### config.mk
export PLATFORM = sky130hd
export DESIGN_NAME = multicycle_ctrl_fsm
export DESIGN_NICKNAME = d
export VERILOG_FILES = /design/src/rtl/ctrl_pkg.sv /design/src/rtl/ctrl_opcode_decode.sv /design/src/rtl/multicycle_ctrl_fsm.sv
export SDC_FILE = /design/constraint.sdc
export NUM_CORES = 1
export LEC_CHECK = 0
export CAP_MARGIN = 20
export CORE_MARGIN = 3
export CORE_UTILIZATION = 51
export CTS_CLUSTER_DIAMETER = 60
export DETAILED_ROUTE_END_ITERATION = 16
export GPL_TIMING_DRIVEN = 0
export PLACE_DENSITY = 0.95
export SYNTH_ARGS = -nofsm -noshare
export SYNTH_HDL_FRONTEND = slang
export SYNTH_HIERARCHICAL = 1
export SYNTH_SLANG_ARGS = --single-unit
### constraint.sdc
create_clock -name clock -period 5.9 [get_ports clock]
set_input_delay 1.475 -clock clock [delete_from_list [all_inputs] [get_ports clock]]
set_output_delay 1.475 -clock clock [all_outputs]
set_load 0.01 [all_outputs]
### src/rtl/ctrl_pkg.sv
// rtl/ctrl_pkg.sv - shared encodings for the multicycle controller and its opcode decoder
package ctrl_pkg;

  typedef enum logic [3:0] {
    S_FETCH  = 4'd0,
    S_DECODE = 4'd1,
    S_R_EX   = 4'd2,
    S_R_WB   = 4'd3,
    S_BR     = 4'd4,
    S_I_EX   = 4'd5,
    S_I_WB   = 4'd6,
    S_ADDR   = 4'd7,
    S_LD_MEM = 4'd8,
    S_LD_WB  = 4'd9,
    S_ST_MEM = 4'd10,
    S_JUMP   = 4'd11,
    S_TRAP   = 4'd15
  } state_e;

  localparam logic [5:0] OP_NOP = 6'b000000;
  localparam logic [5:0] OP_JMP = 6'b000001;
  localparam logic [5:0] OP_BEQ = 6'b100000;
  localparam logic [5:0] OP_BNE = 6'b100001;
  localparam logic [5:0] OP_LI  = 6'b111001;
  localparam logic [5:0] OP_LWI = 6'b111011;
  localparam logic [5:0] OP_SWI = 6'b111100;

  // Prefix classes: R-type is 01xxxx, I-type is 110xxx
  localparam logic [5:0] R_MASK  = 6'b110000;
  localparam logic [5:0] R_MATCH = 6'b010000;
  localparam logic [5:0] I_MASK  = 6'b111000;
  localparam logic [5:0] I_MATCH = 6'b110000;

  localparam logic [3:0] ALU_ADD    = 4'b0000;
  localparam logic [3:0] ALU_SUB    = 4'b0001;
  localparam logic [3:0] ALU_FUNC_I = 4'b0010;
  localparam logic [3:0] ALU_PASSB  = 4'b0011;
  localparam logic [3:0] ALU_FUNC_R = 4'b1000;

  localparam logic [1:0] PC_SRC_ALU    = 2'b00;
  localparam logic [1:0] PC_SRC_ALUOUT = 2'b01;
  localparam logic [1:0] PC_SRC_JUMP   = 2'b10;

  localparam logic [1:0] SRCB_RT     = 2'b00;
  localparam logic [1:0] SRCB_FOUR   = 2'b01;
  localparam logic [1:0] SRCB_IMM    = 2'b10;
  localparam logic [1:0] SRCB_IMM_SH = 2'b11;

endpackage

### src/rtl/ctrl_opcode_decode.sv
// rtl/ctrl_opcode_decode.sv - combinational opcode to post-DECODE state mapping
// Priority order matters: NOP is checked before the prefix classes, LI before I-type.
module ctrl_opcode_decode
  import ctrl_pkg::*;
#(
  parameter bit TRAP_ON_ILLEGAL = 1'b1
) (
  input  logic [5:0] opcode_i,
  output state_e     next_state_o,
  output logic       branch_ne_o,
  output logic       is_li_o
);

  always_comb begin
    next_state_o = S_FETCH;
    branch_ne_o  = 1'b0;
    is_li_o      = 1'b0;
    if (opcode_i == OP_NOP) begin
      next_state_o = S_FETCH;
    end else if ((opcode_i & R_MASK) == R_MATCH) begin
      next_state_o = S_R_EX;
    end else if (opcode_i == OP_BEQ) begin
      next_state_o = S_BR;
    end else if (opcode_i == OP_BNE) begin
      next_state_o = S_BR;
      branch_ne_o  = 1'b1;
    end else if (opcode_i == OP_LI) begin
      next_state_o = S_I_EX;
      is_li_o      = 1'b1;
    end else if ((opcode_i & I_MASK) == I_MATCH) begin
      next_state_o = S_I_EX;
    end else if (opcode_i == OP_LWI || opcode_i == OP_SWI) begin
      next_state_o = S_ADDR;
    end else if (opcode_i == OP_JMP) begin
      next_state_o = S_JUMP;
    end else if (TRAP_ON_ILLEGAL) begin
      next_state_o = S_TRAP;
    end else begin
      next_state_o = S_FETCH;
    end
  end

endmodule

### src/rtl/multicycle_ctrl_fsm.sv
// rtl/multicycle_ctrl_fsm.sv - multicycle CPU control FSM with memory handshake and retire counter
module multicycle_ctrl_fsm
  import ctrl_pkg::*;
#(
  parameter int ALUOP_W         = 4,
  parameter int CNT_W           = 32,
  parameter bit TRAP_ON_ILLEGAL = 1'b1
) (
  input  logic               clock,
  input  logic               reset,
  input  logic [5:0]         opcode,
  input  logic               mem_ready,
  output logic               pc_write_cond,
  output logic               pc_write,
  output logic               i_or_d,
  output logic               mem_read,
  output logic               mem_write,
  output logic               mem_to_reg,
  output logic               ir_write,
  output logic               branch_ne,
  output logic               alu_src_a,
  output logic               reg_write,
  output logic               reg_dst,
  output logic [1:0]         pc_src,
  output logic [ALUOP_W-1:0] alu_op,
  output logic [1:0]         alu_src_b,
  output logic               trap,
  output logic [3:0]         state_dbg,
  output logic [CNT_W-1:0]   retired
);

  state_e             state_q, state_d;
  logic               bne_q, bne_d;
  logic               li_q, li_d;
  logic [CNT_W-1:0]   retired_q, retired_d;
  logic [3:0]         alu_op_sel;

  state_e dec_next;
  logic   dec_bne;
  logic   dec_li;

  ctrl_opcode_decode #(
    .TRAP_ON_ILLEGAL(TRAP_ON_ILLEGAL)
  ) u_decode (
    .opcode_i    (opcode),
    .next_state_o(dec_next),
    .branch_ne_o (dec_bne),
    .is_li_o     (dec_li)
  );

  always_ff @(posedge clock) begin
    if (reset) begin
      state_q   <= S_FETCH;
      bne_q     <= 1'b0;
      li_q      <= 1'b0;
      retired_q <= '0;
    end else begin
      state_q   <= state_d;
      bne_q     <= bne_d;
      li_q      <= li_d;
      retired_q <= retired_d;
    end
  end

  always_comb begin
    state_d       = state_q;
    bne_d         = bne_q;
    li_d          = li_q;
    pc_write_cond = 1'b0;
    pc_write      = 1'b0;
    i_or_d        = 1'b0;
    mem_read      = 1'b0;
    mem_write     = 1'b0;
    mem_to_reg    = 1'b0;
    ir_write      = 1'b0;
    branch_ne     = 1'b0;
    alu_src_a     = 1'b0;
    reg_write     = 1'b0;
    reg_dst       = 1'b0;
    trap          = 1'b0;
    pc_src        = PC_SRC_ALU;
    alu_src_b     = SRCB_RT;
    alu_op_sel    = ALU_ADD;

    case (state_q)
      S_FETCH: begin
        mem_read  = 1'b1;
        alu_src_b = SRCB_FOUR;
        pc_write  = mem_ready;
        ir_write  = mem_ready;
        if (mem_ready) state_d = S_DECODE;
      end
      S_DECODE: begin
        alu_src_b = SRCB_IMM_SH;
        state_d   = dec_next;
        bne_d     = dec_bne;
        li_d      = dec_li;
      end
      S_R_EX: begin
        alu_src_a  = 1'b1;
        alu_op_sel = ALU_FUNC_R;
        state_d    = S_R_WB;
      end
      S_R_WB: begin
        alu_src_a  = 1'b1;
        alu_op_sel = ALU_FUNC_R;
        reg_write  = 1'b1;
        reg_dst    = 1'b1;
        state_d    = S_FETCH;
      end
      S_BR: begin
        pc_write_cond = 1'b1;
        alu_src_a     = 1'b1;
        alu_op_sel    = ALU_SUB;
        pc_src        = PC_SRC_ALUOUT;
        branch_ne     = bne_q;
        state_d       = S_FETCH;
      end
      S_I_EX, S_I_WB: begin
        alu_src_a  = 1'b1;
        alu_src_b  = SRCB_IMM;
        alu_op_sel = li_q ? ALU_PASSB : ALU_FUNC_I;
        if (state_q == S_I_WB) begin
          reg_write = 1'b1;
          state_d   = S_FETCH;
        end else begin
          state_d   = S_I_WB;
        end
      end
      S_ADDR: begin
        alu_src_a = 1'b1;
        alu_src_b = SRCB_IMM;
        if (opcode == OP_SWI) state_d = S_ST_MEM;
        else                  state_d = S_LD_MEM;
      end
      S_LD_MEM: begin
        i_or_d   = 1'b1;
        mem_read = 1'b1;
        if (mem_ready) state_d = S_LD_WB;
      end
      S_LD_WB: begin
        mem_to_reg = 1'b1;
        reg_write  = 1'b1;
        state_d    = S_FETCH;
      end
      S_ST_MEM: begin
        i_or_d    = 1'b1;
        mem_write = 1'b1;
        if (mem_ready) state_d = S_FETCH;
      end
      S_JUMP: begin
        pc_write = 1'b1;
        pc_src   = PC_SRC_JUMP;
        state_d  = S_FETCH;
      end
      S_TRAP: begin
        trap    = 1'b1;
        state_d = S_TRAP;
      end
      default: begin
        state_d = S_TRAP;
      end
    endcase

    // An instruction retires whenever control re-enters FETCH
    retired_d = retired_q;
    if (state_d == S_FETCH && state_q != S_FETCH) retired_d = retired_q + CNT_W'(1);
  end

  assign alu_op    = ALUOP_W'(alu_op_sel);
  assign state_dbg = state_q;
  assign retired   = retired_q;

endmodule

-- Word-level counts from Yosys, hierarchy flattened
Index checks and enable logic that the tools add are counted.
W data, S select, Z words.
- add/subtract/negate cells: 1
- eq/ne operators: 20
- multiplexer cells: 40
- reductions and logical operators: 14
- operators with widths (cell ; number):
    $mux W4 ; 10
    $add A32 B1 Y32 const B ; 1
    $pmux W4 S8 ; 1
    $eq A6 B6 Y1 const B ; 5
    $mux W1 ; 21
    $eq A4 B4 Y1 const B ; 5
    $eq A4 B3 Y1 const B ; 4
    $pmux W4 S3 ; 1
    $reduce_or A2 Y1 ; 5
    $eq A4 B2 Y1 const B ; 2
    $logic_not A4 Y1 ; 2
    $eq A6 B1 Y1 const B ; 1
    $logic_not A6 Y1 ; 1
    $mux W3 ; 2
    $pmux W2 S3 ; 1
    $reduce_or A6 Y1 ; 1
    $eq A4 B1 Y1 const B ; 1
    $pmux W1 S2 ; 2
    $pmux W2 S2 ; 1
    $reduce_bool A4 Y1 ; 1
    $reduce_or A4 Y1 ; 1
    $eq A3 B3 Y1 const B ; 1
    $reduce_or A3 Y1 ; 1
    $eq A2 B1 Y1 const B ; 1
    3 further kinds ; 3
- register bits after elaboration: 38
- output and inout port bits: 56
- word-level logic and storage cells: 79

-- Depth between registers and ports, before layout
Gate-level depths: netlist (run 1).
- depth after elaboration: 12
- depth in mapped cells: 11
- depth with buffers taken out: 9

-- Hierarchy
The synthesis (run 1) kept the hierarchy.
- by module, submodules not included (module ; instances ; cells an instance ; area each (um^2) ; seq. area each (um^2)):
    multicycle_ctrl_fsm ; 1 ; 272 ; 2072.0 ; 760.7
    ctrl_opcode_decode ; 1 ; 23 ; 131.4 ; 0.0

-- Worst setup path before layout (run 1)
Ideal clock, no wire load.
- kind: input -> register
- from: in opcode[2]
- to: reg retired_q[28], in the netlist retired[28]
- arrival time: 3623 ps
- data required time: 5830 ps
- path slack: 2206 ps
- cell stages on the path: 11
- path through: nor2_1 a21oi_1 o311a_1 nand4bb_1 a21oi_1 or3_1 buf_6 or4_1 buf_2 or3_1 a21oi_1
- longest elaborated chain between the ends: 12
- elaborated cells between the ends (all ways): 20
- classes of those cells: 6 x eq/ne; 10 x mux; 4 x reduce/logical
- ends and longest elaborated chain (element ; RTL line ; text):
    from (decl) ; multicycle_ctrl_fsm.sv:11 ; input logic [5:0] opcode,
    $eq A6 B6 Y1 ; ctrl_opcode_decode.sv:32 ; end else if (opcode_i == OP_LWI || opcode_i == OP_SWI) begin
    $logic_or A1 B1 Y1 ; ctrl_opcode_decode.sv:32 ;
    $mux W4 ; ctrl_opcode_decode.sv:32 ;
    $mux W4 ; ctrl_opcode_decode.sv:30 ; end else if ((opcode_i & I_MASK) == I_MATCH) begin
    $mux W4 ; ctrl_opcode_decode.sv:27 ; end else if (opcode_i == OP_LI) begin
    $mux W4 ; ctrl_opcode_decode.sv:24 ; end else if (opcode_i == OP_BNE) begin
    $mux W4 ; ctrl_opcode_decode.sv:22 ; end else if (opcode_i == OP_BEQ) begin
    $mux W4 ; ctrl_opcode_decode.sv:20 ; end else if ((opcode_i & R_MASK) == R_MATCH) begin
    $mux W4 * ; ctrl_opcode_decode.sv:18 ; if (opcode_i == OP_NOP) begin
    named net dec_next[3] ; multicycle_ctrl_fsm.sv:38 ; state_e dec_next;
    $pmux W4 S8 * ; multicycle_ctrl_fsm.sv:85 ; case (state_q)
    $logic_not A4 Y1 * ; multicycle_ctrl_fsm.sv:167 ; if (state_d == S_FETCH && state_q != S_FETCH) retired_d = retired_q + CNT_W'(1);
    $logic_and A1 B1 Y1 * ; multicycle_ctrl_fsm.sv:167 ;
    to (signal assigned) ; multicycle_ctrl_fsm.sv:61 ; retired_q <= retired_d;
    to (decl) ; multicycle_ctrl_fsm.sv:35 ; logic [CNT_W-1:0] retired_q, retired_d;
Mark *: on every way through the listed nets, which the timed path passes. The rest lies on a longest branch.
A chain may end at the register's enable or synchronous reset.

-- Worst setup path after layout (run 1)
- from: in mem_ready
- to: out pc_write
- longest elaborated chain between the ends: 1
- ends and longest elaborated chain (element ; RTL line ; text):
    from (decl) ; multicycle_ctrl_fsm.sv:12 ; input logic mem_ready,
    $pmux W1 S2 ; multicycle_ctrl_fsm.sv:85 ;
    to (decl) ; multicycle_ctrl_fsm.sv:14 ; output logic pc_write,
No other way between the ends.

==> metrics, run 1 <==
maximum number of pins on one net before global-route repair 13; port bufs between 60 and 70; PnR worst setup slack roughly 1.5 ns; multi-input logic area approximately 1300 um^2; Routed WL 6.042 mm; final setup fails 0; crit path capture type output port; violation count after the first detailed-route iteration 223; dpl ws 1.256 ns; final hold slack 0.5079 ns; Die Height 71.73 um; Post-synth EDFFs 0; gpl congestion 0.8996; Slew @ Worst Pin 0.5039 ns; Worst Skew 0.006553 ns; Hold Fails Final Rpt 0; final instance area 3039 um^2; fmax 0.2271 GHz; Synth Register Bits 38; CTS H-tree depth 2; Post-CTS Hold Fix Bufs 0; Seq/Total Area, Yosys 0.3453; crit-path max FO 4; Setup CP Type in2out; die width 71.73 um; Final Net Count 375; ys async rst share 0; vias in the first global route 2161; TritonCTS clock tree built; Tightest Hold Check Type reg2reg; CTS buffer count 5; total track usage 0.2402; Cell Area, Synth around 2200 um^2; most common library cells after synthesis 38 x dfxtp_1, 34 x nor2_1, 27 x nand2_1; antenna viol nets, final 0; synth warn 6; Mapped Avg Cell Area around 7.5 um^2; first-pass GRT wire length 10.03 mm; cell area after placement 2897 um^2; post-cts sizing count 0; Unique masters post-synth 44; Sink Count 38; RSZ-0062 raised after global routing false; total leakage power roughly 1.0 nW; Via density about 5.8; top cells by area, synth dfxtp_1 35%, a21oi_1 5.9%, nor2_1 5.8%, or3_1 4.8%, nand2_1 4.6%; most frequent cell after synthesis dfxtp_1; number of diodes 0; gate count of the mapped netlist 295; layout cells sized above 1 0.06557; PD cells 259.3 nW/um^2; Die Area 5145 um^2; sequential cell area ~760 um^2; core box area ~4000 um^2; setup_tns 0 ns; worst skew pair latency 0.30 ns; CP Launch Type input port; status completed; GR Overflow Total 0; WL/cell 14.52 um; CTS root buf clkbuf_8; growth of design area from synthesis to finish 37.93%; clk buf depth 2; largest area contributor in the netlist dfxtp_1; dpl hpwl 4.386 mm; Tmin final 4.403 ns; FP Rows 23; Final Cycle Share 0.7463; Post-Syn Nets roughly 310; Worst-path clk slew 0.08 ns; filler instances approximately 320; Post CTS Setup Buffer Count 0; Max Cap Viol 0; worst path arrival time 2.93 ns; initial antenna violation count 0; number of top-level pins 65; Initial Util 0.5392; DRC viols 0; post-synth top area share 0.3453; Max Transition Viols Final 0; Max-slew headroom 0.6641; Most used DFF post-synth dfxtp_1; drt pass-1 iters 4; routed vias 2431; data required time at the worst endpoint around 4.4 ns; VDD IR max 0.1585 mV
==> cell families after synthesis <==
group / share of synthesized area
adder cells (fa/ha/maj): 0.005678
AND/OR/NAND/NOR: 0.3685
buffers and inverters: 0.06076
other: 0.001702
flip-flops: 0.3453
multiplexers: 0.01874
XOR/XNOR: 0.05168
AO/OA/AOI/OAI: 0.1477
==> area by class of cell <==
| cell class | instances | area share |
|---|---|---|
| Multi-Input combinational cell | 230 | 0.4306 |
| Sequential cell | 38 | 0.2503 |
| Timing Repair Buffer | 63 | 0.2075 |
| Buffer | 18 | 0.03294 |
| Clock buffer | 6 | 0.02717 |
| Tap cell | 50 | 0.02058 |
| Clock inverter | 2 | 0.01976 |
| Inverter | 9 | 0.01112 |
==> worst max-delay path, cell delays in order <==
cell and delay (ns):
clkdlybuf4s50_1 0.49, and3_1 0.20, or2_2 0.28, clkdlybuf4s50_1 0.48
==> power by group <==
group	internal (mW)	leakage (nW)	switching (mW)	total, mW
Clock	0.180	0.0714	0.0949	0.275
Sequential	0.264	0.307	0.0117	0.276
Combinational	0.112	0.627	0.125	0.237
==> through the flow <==
| stage | cells | power, mW | util |
|---|---|---|---|
| after global routing | 416 | 0.8211 | 0.7437 |
| after floorplan | 295 | 0.4203 | - |
| after CTS | 416 | 0.7885 | 0.7437 |
| after detailed placement | 408 | 0.5161 | 0.7088 |
| final | 416 | 0.7881 | 0.7437 |
| after global placement | 408 | 0.5063 | 0.7088 |
==> flip-flops by register name, indices dropped and copies added (netlist names) <==
register / cells
bne_q: 1
li_q: 1
state_dbg: 4
retired: 32
==> worst paths after layout <==
| kind | from | to | slack [ns] | depth (start not counted) |
|---|---|---|---|---|
| setup / recovery | mem_ready | pc_write | 1.50 | 4 |
| hold / removal | retired[28] | retired[28] | 0.51 | 2 |
| setup reg to reg | retired[0] | retired[12] | 3.23 | 8 |
| hold reg to reg | retired[28] | retired[28] | 0.51 | 2 |
==> cell usage in the layout, fill, tap and decap left out, drive strengths merged, types with 9 or more instances in the layout <==
cell            n
nor3           11
nand2          27
or4             9
buf            11
or3            18
o21ai          18
clkbuf         13
nand4           9
dfxtp          38
xnor2          11
nor4            9
a21oi          26
nor2           34
clkdlybuf4s50  63
inv             9
==> routing by layer <==
| layer | track usage | vias up | share of wire |
|---|---|---|---|
| li1 | - | 1191 | - |
| met1 | 0.2970 | 1135 | 0.42 |
| met2 | 0.4112 | 98 | 0.50 |
| met3 | 0.05891 | 7 | 0.074 |
| met4 | 0.07307 | 0 | 0.0091 |
| met5 | 0 | - | 0 |
No activity file was read; power rests on OpenSTA's default activity.
==> run 2: changes to the inputs <==
--- a/config.mk
+++ b/config.mk
@@ -7,11 +7,11 @@
 export LEC_CHECK = 0
 export CAP_MARGIN = 20
 export CORE_MARGIN = 3
-export CORE_UTILIZATION = 51
+export CORE_UTILIZATION = 47
 export CTS_CLUSTER_DIAMETER = 60
 export DETAILED_ROUTE_END_ITERATION = 16
 export GPL_TIMING_DRIVEN = 0
-export PLACE_DENSITY = 0.95
+export PLACE_DENSITY = 0.9
 export SYNTH_ARGS = -nofsm -noshare
 export SYNTH_HDL_FRONTEND = slang
 export SYNTH_HIERARCHICAL = 1
==> constraint.sdc (replaced) <==
create_clock -name clock -period 4.4 [get_ports clock]
set_input_delay 1.1 -clock clock [delete_from_list [all_inputs] [get_ports clock]]
set_output_delay 1.1 -clock clock [all_outputs]
set_load 0.01 [all_outputs]
==> run 2 against run 1 <==
  * Die area increased by 7.8%
  * Via count decreased by 1.1%
  * Sequential power increased by 34%
  * Largest cell class unchanged
==> metrics, run 2 (synthesis results as in run 1) <==
status completed; CTS H-tree depth 2; antenna viol nets, final 0; CTS root buf clkbuf_8; number of diodes 0; Die Area roughly 5500 um^2; Final Net Count about 380; Via density 5.751; hold depth 2; Max Transition Viols Final 0; Slew @ Worst Pin 0.5279 ns; total leakage power 0.9814 nW; Worst Skew 0.004075 ns; port bufs 63; Hold Fails Final Rpt 0; final instance area 2990 um^2; RSZ-0062 raised after global routing false; clk buf depth 2; Worst-path clk slew ~0.070 ns; Max Cap Viol 0; first-pass GRT wire length 9.811 mm; r2r worst-path depth 8; total chip power 0.9346 mW; initial antenna violation count 0; drt pass-1 iters 4; cell area after placement 2899 um^2; layout cells sized above 1 0.06284; final hold slack 0.4993 ns; dpl cells around 400; Worst R2R Start retired[0]; fmax around 0.26 GHz; Tmin final 3.883 ns; vias in the first global route 2239; crit path capture type flip-flop; FP Rows 24; Initial Util 0.4958; crit-path max FO 10; commonest non-fill, non-tap cell in the layout clkdlybuf4s50_1; min-delay src bne_q; VDD IR max 0.1732 mV; Setup CP Type in2reg; CTS buffer count 5; Worst Hold Path EP bne_q; dpl hpwl 4.360 mm; WL/cell about 14 um; r2r endpoint retired[12]; final std cells w/o fill 418; max reg flops 32; growth of design area from synthesis to finish 35.72%; PnR worst setup slack roughly 0.52 ns; routed vias 2404; violation count after the first detailed-route iteration 127; worst skew pair latency 0.29 ns; maximum number of pins on one net before global-route repair 12; worst path arrival time 4.11 ns; die width 74.47 um; core box area 4444 um^2; number of top-level pins 65; Max-slew headroom 0.6481; final setup fails 0; GR Overflow Total 0; Sink Count 38; dpl ws around 0.25 ns; Tightest Hold Check Type reg2reg; data required time at the worst endpoint 4.63 ns; TritonCTS clock tree built; Post-CTS Hold Fix Bufs 0; Final Cycle Share 0.8825; gpl congestion 0.9488; PD cells approximately 310 nW/um^2; R2R setup slack 1.78 ns; setup_tns 0 ns; total track usage 0.2224; DRC viols 0; Post CTS Setup Buffer Count 0; CP Launch Type input port; Routed WL around 6.0 mm; Core Util, Final 0.6729; post-cts sizing count 0; Die Height 74.47 um; most frequent cells in the layout 63 x clkdlybuf4s50_1, 38 x dfxtp_1, 34 x nor2_1
-- run 2: layer usage --
layer  global-route usage  up-vias  share of wire
met5                    0        -              0
met4              0.07312        0         0.0070
met3              0.05000        6          0.058
met2               0.3737       80           0.50
met1               0.2819     1131           0.43
li1                     -     1187              -
-- run 2: power breakdown --
part | switching, mW | internal (mW)
clock | 0.123 | 0.126
sequential | 0.0150 | 0.354
combinational | 0.166 | 0.150
-- run 2: area by class of cell --
class                           count  area, um^2
Clock buffer                        7       86.33
Inverter                            9       33.78
Fill cell                         372        1454
Tap cell                           52       65.06
Clock inverter                      1       5.005
Buffer                             18       100.1
Multi-Input combinational cell    230        1309
Sequential cell                    38       760.7
Timing Repair Buffer               63       630.6
-- run 2: critical path, cell delays in order --
cell and delay, ns:
clkdlybuf4s50_1 0.53, or3_4 0.43, nor3_1 0.18, a21oi_1 0.07, o2111ai_1 0.20, nand4_1 0.24, or4_1 0.61, clkbuf_1 0.22
or3_1 0.39, a21oi_1 0.14
-- run 2: worst max-delay path by stage --
stage          cells past startpoint     endpoint  slack, ns  startpoint
6_report                          10  retired[13]       0.52   opcode[2]
5_1_grt                           11  retired[23]       0.28   opcode[2]
3_5_place_dp                      11  retired[13]       0.25   opcode[2]
3_3_place_gp                      11  retired[23]       0.28   opcode[2]
2_1_floorplan                     11  retired[28]       1.08   opcode[2]
4_1_cts                           11  retired[13]       0.54   opcode[2]
==> run 3: changes to the inputs <==
--- a/config.mk
+++ b/config.mk
@@ -10,7 +10,6 @@
 export CORE_UTILIZATION = 47
 export CTS_CLUSTER_DIAMETER = 60
 export DETAILED_ROUTE_END_ITERATION = 16
-export GPL_TIMING_DRIVEN = 0
 export PLACE_DENSITY = 0.9
 export SYNTH_ARGS = -nofsm -noshare
 export SYNTH_HDL_FRONTEND = slang
==> run 3 against run 2 <==
  * Critical path depth unchanged
  * Register-to-register slack lost 0.34 ns
  * Sequential power rose by 6.2%
  * Non-clock buffer count is 15 lower
  * Global-route usage fell by 0.50 points
  * Flip-flop and latch count unchanged
  * Clock skew increased by 0.0047 ns
  * Wire length down 3.6%
  * Setup slack got worse by 0.055 ns
  * Via count is 3.8% lower
  * First-iteration DRC count decreased by 15%
  * Critical endpoint is now retired[20]
  * Highest routed layer unchanged
==> metrics, run 3 (synthesis results as in run 1) <==
PnR worst setup slack 0.4621 ns; Die Area 5546 um^2; post-cts sizing count 0; status completed; Hold Fails Final Rpt 0; crit-path max FO 13; Worst path max stage delay 0.55 ns; worst skew pair latency about 0.30 ns; dpl ws 0.1895 ns; Max Transition Viols Final 0; CTS buffer count 5; Initial Util 0.4958; initial antenna violation count 0; growth of design area from synthesis to finish 32.37%; Routed WL 5.823 mm; Post CTS Setup Buffer Count 0; Die Height 74.47 um; drt pass-1 iters 4; layout cells sized above 1 0.04843; routed vias 2312; DRC viols 0; Tmin final 3.938 ns; CP Launch Type input port; die width 74.47 um; Final Cycle Share 0.8950; antenna viol nets, final 0; max reg flops 32; RSZ-0062 raised after global routing false; critical path's slowest cell or3_1; dpl hpwl about 4.3 mm; number of top-level pins between 60 and 70; TritonCTS clock tree built; port bufs 63; most frequent cells in the layout 63 x clkdlybuf4s50_1, 38 x dfxtp_1, 34 x nor2_1; total track usage 0.2174; min-delay src retired[28]; fmax 0.2539 GHz; Max Cap Viol 0; vias in the first global route 2166; Setup CP Type in2reg; Max-slew headroom 0.3795; critical path's top delay family simple AND/OR/NAND/NOR gates; crit path capture type flip-flop; final setup fails 0; hold depth 2; PD cells 314.4 nW/um^2; Worst-path clk slew approximately 0.080 ns; violation count after the first detailed-route iteration 108; GR Overflow Total 0; Tightest Hold Check Type reg2reg; Core Util, Final 0.6563; Critical path buffers and inverters 2; WL/cell roughly 14 um; CTS root buf clkbuf_8; CP most frequent cell a21oi_1; setup_tns 0 ns; Post-CTS Hold Fix Bufs 0; first-pass GRT wire length 9.618 mm; Sink Count 38; crit path cell chain clkdlybuf4s50_1 > or3_4 > nor3_1 > a21oi_1 > o2111ai_1 > nand4_1 > buf_4 > or3_1 > or4_1 > a21oi_1; Final Net Count 360; filler instances 385; FP Rows 24; total leakage power 0.9343 nW; Worst Hold Path EP retired[28]; worst path arrival time between 4 and 5 ns; cell area after placement 2821 um^2; Worst R2R Start state_dbg[3]; VDD IR max 0.2300 mV; Worst Skew 0.008736 ns; Via density 5.737; gpl congestion between 0.9 and 1; commonest non-fill, non-tap cell in the layout clkdlybuf4s50_1; R2R setup slack 1.44 ns; core box area 4444 um^2; clk buf depth 2; final instance area 2917 um^2; r2r worst-path depth 7; number of diodes 0; Slew @ Worst Pin between 0.9 and 1 ns; CTS H-tree depth 2; data required time at the worst endpoint between 4 and 5 ns; r2r endpoint retired[20]; maximum number of pins on one net before global-route repair 28
-- run 3: changes by cell type in the layout (fill, tap and decap cells not counted) --
| cell | change |
|---|---|
| clkinvlp_4 | +1 |
| clkbuf_1 | -8 |
| buf_6 | -2 |
| buf_2 | -5 |
| buf_1 | -1 |
-- run 3: layout make-up --
class | count | area [um^2] | share of cell area
multi-input cells | 230 | 1309 | 0.4487
flip-flops and latches | 38 | 760.7 | 0.2608
repair buffers | 66 | 653.1 | 0.2239
clock buffers | 6 | 82.58 | 0.02831
well taps | 52 | 65.06 | 0.02231
inverters | 9 | 33.78 | 0.01158
clock inverters | 2 | 12.51 | 0.004290
-- run 3: tightest hold or removal path, stage by stage, from the launching register on --
cell     delay [ns]
dfxtp_1        0.33
o21ai_0        0.07
a21oi_1        0.06
-- run 3: report_power, final --
part	internal (mW)	leakage, nW	switching (mW)
logic	0.138	0.580	0.134
clock network	0.126	0.0472	0.126
registers	0.354	0.307	0.0385
total	0.618	0.934	0.299
-- run 3: per-stage QoR --
stage | hold slack, ns | power, mW | instances
6_report | 0.4979 | 0.9170 | 403
5_1_grt | 0.5298 | 0.9660 | 403
4_1_cts | 0.5044 | 0.9202 | 403
3_5_place_dp | 0.4928 | 0.6699 | 395
3_3_place_gp | 0.4738 | 0.6636 | 395
2_1_floorplan | 0.4515 | 0.5636 | 295
-- run 3: per-layer routing --
metal / share of wire / vias to the layer above / track usage
li1: - / 1164 / -
met1: 0.46 / 1066 / 0.2771
met2: 0.47 / 69 / 0.3541
met3: 0.053 / 13 / 0.05000
met4: 0.022 / 0 / 0.08893
met5: 0 / - / 0
-- run 3: worst max-delay path by stage --
stage          startpoint           to  cells past startpoint
2_1_floorplan   opcode[2]  retired[28]                     11
6_report        opcode[2]  retired[20]                     10
3_5_place_dp    opcode[2]  retired[20]                     10
5_1_grt         opcode[4]  retired[18]                     10
4_1_cts         opcode[2]  retired[20]                     10
3_3_place_gp    opcode[2]  retired[18]                     10
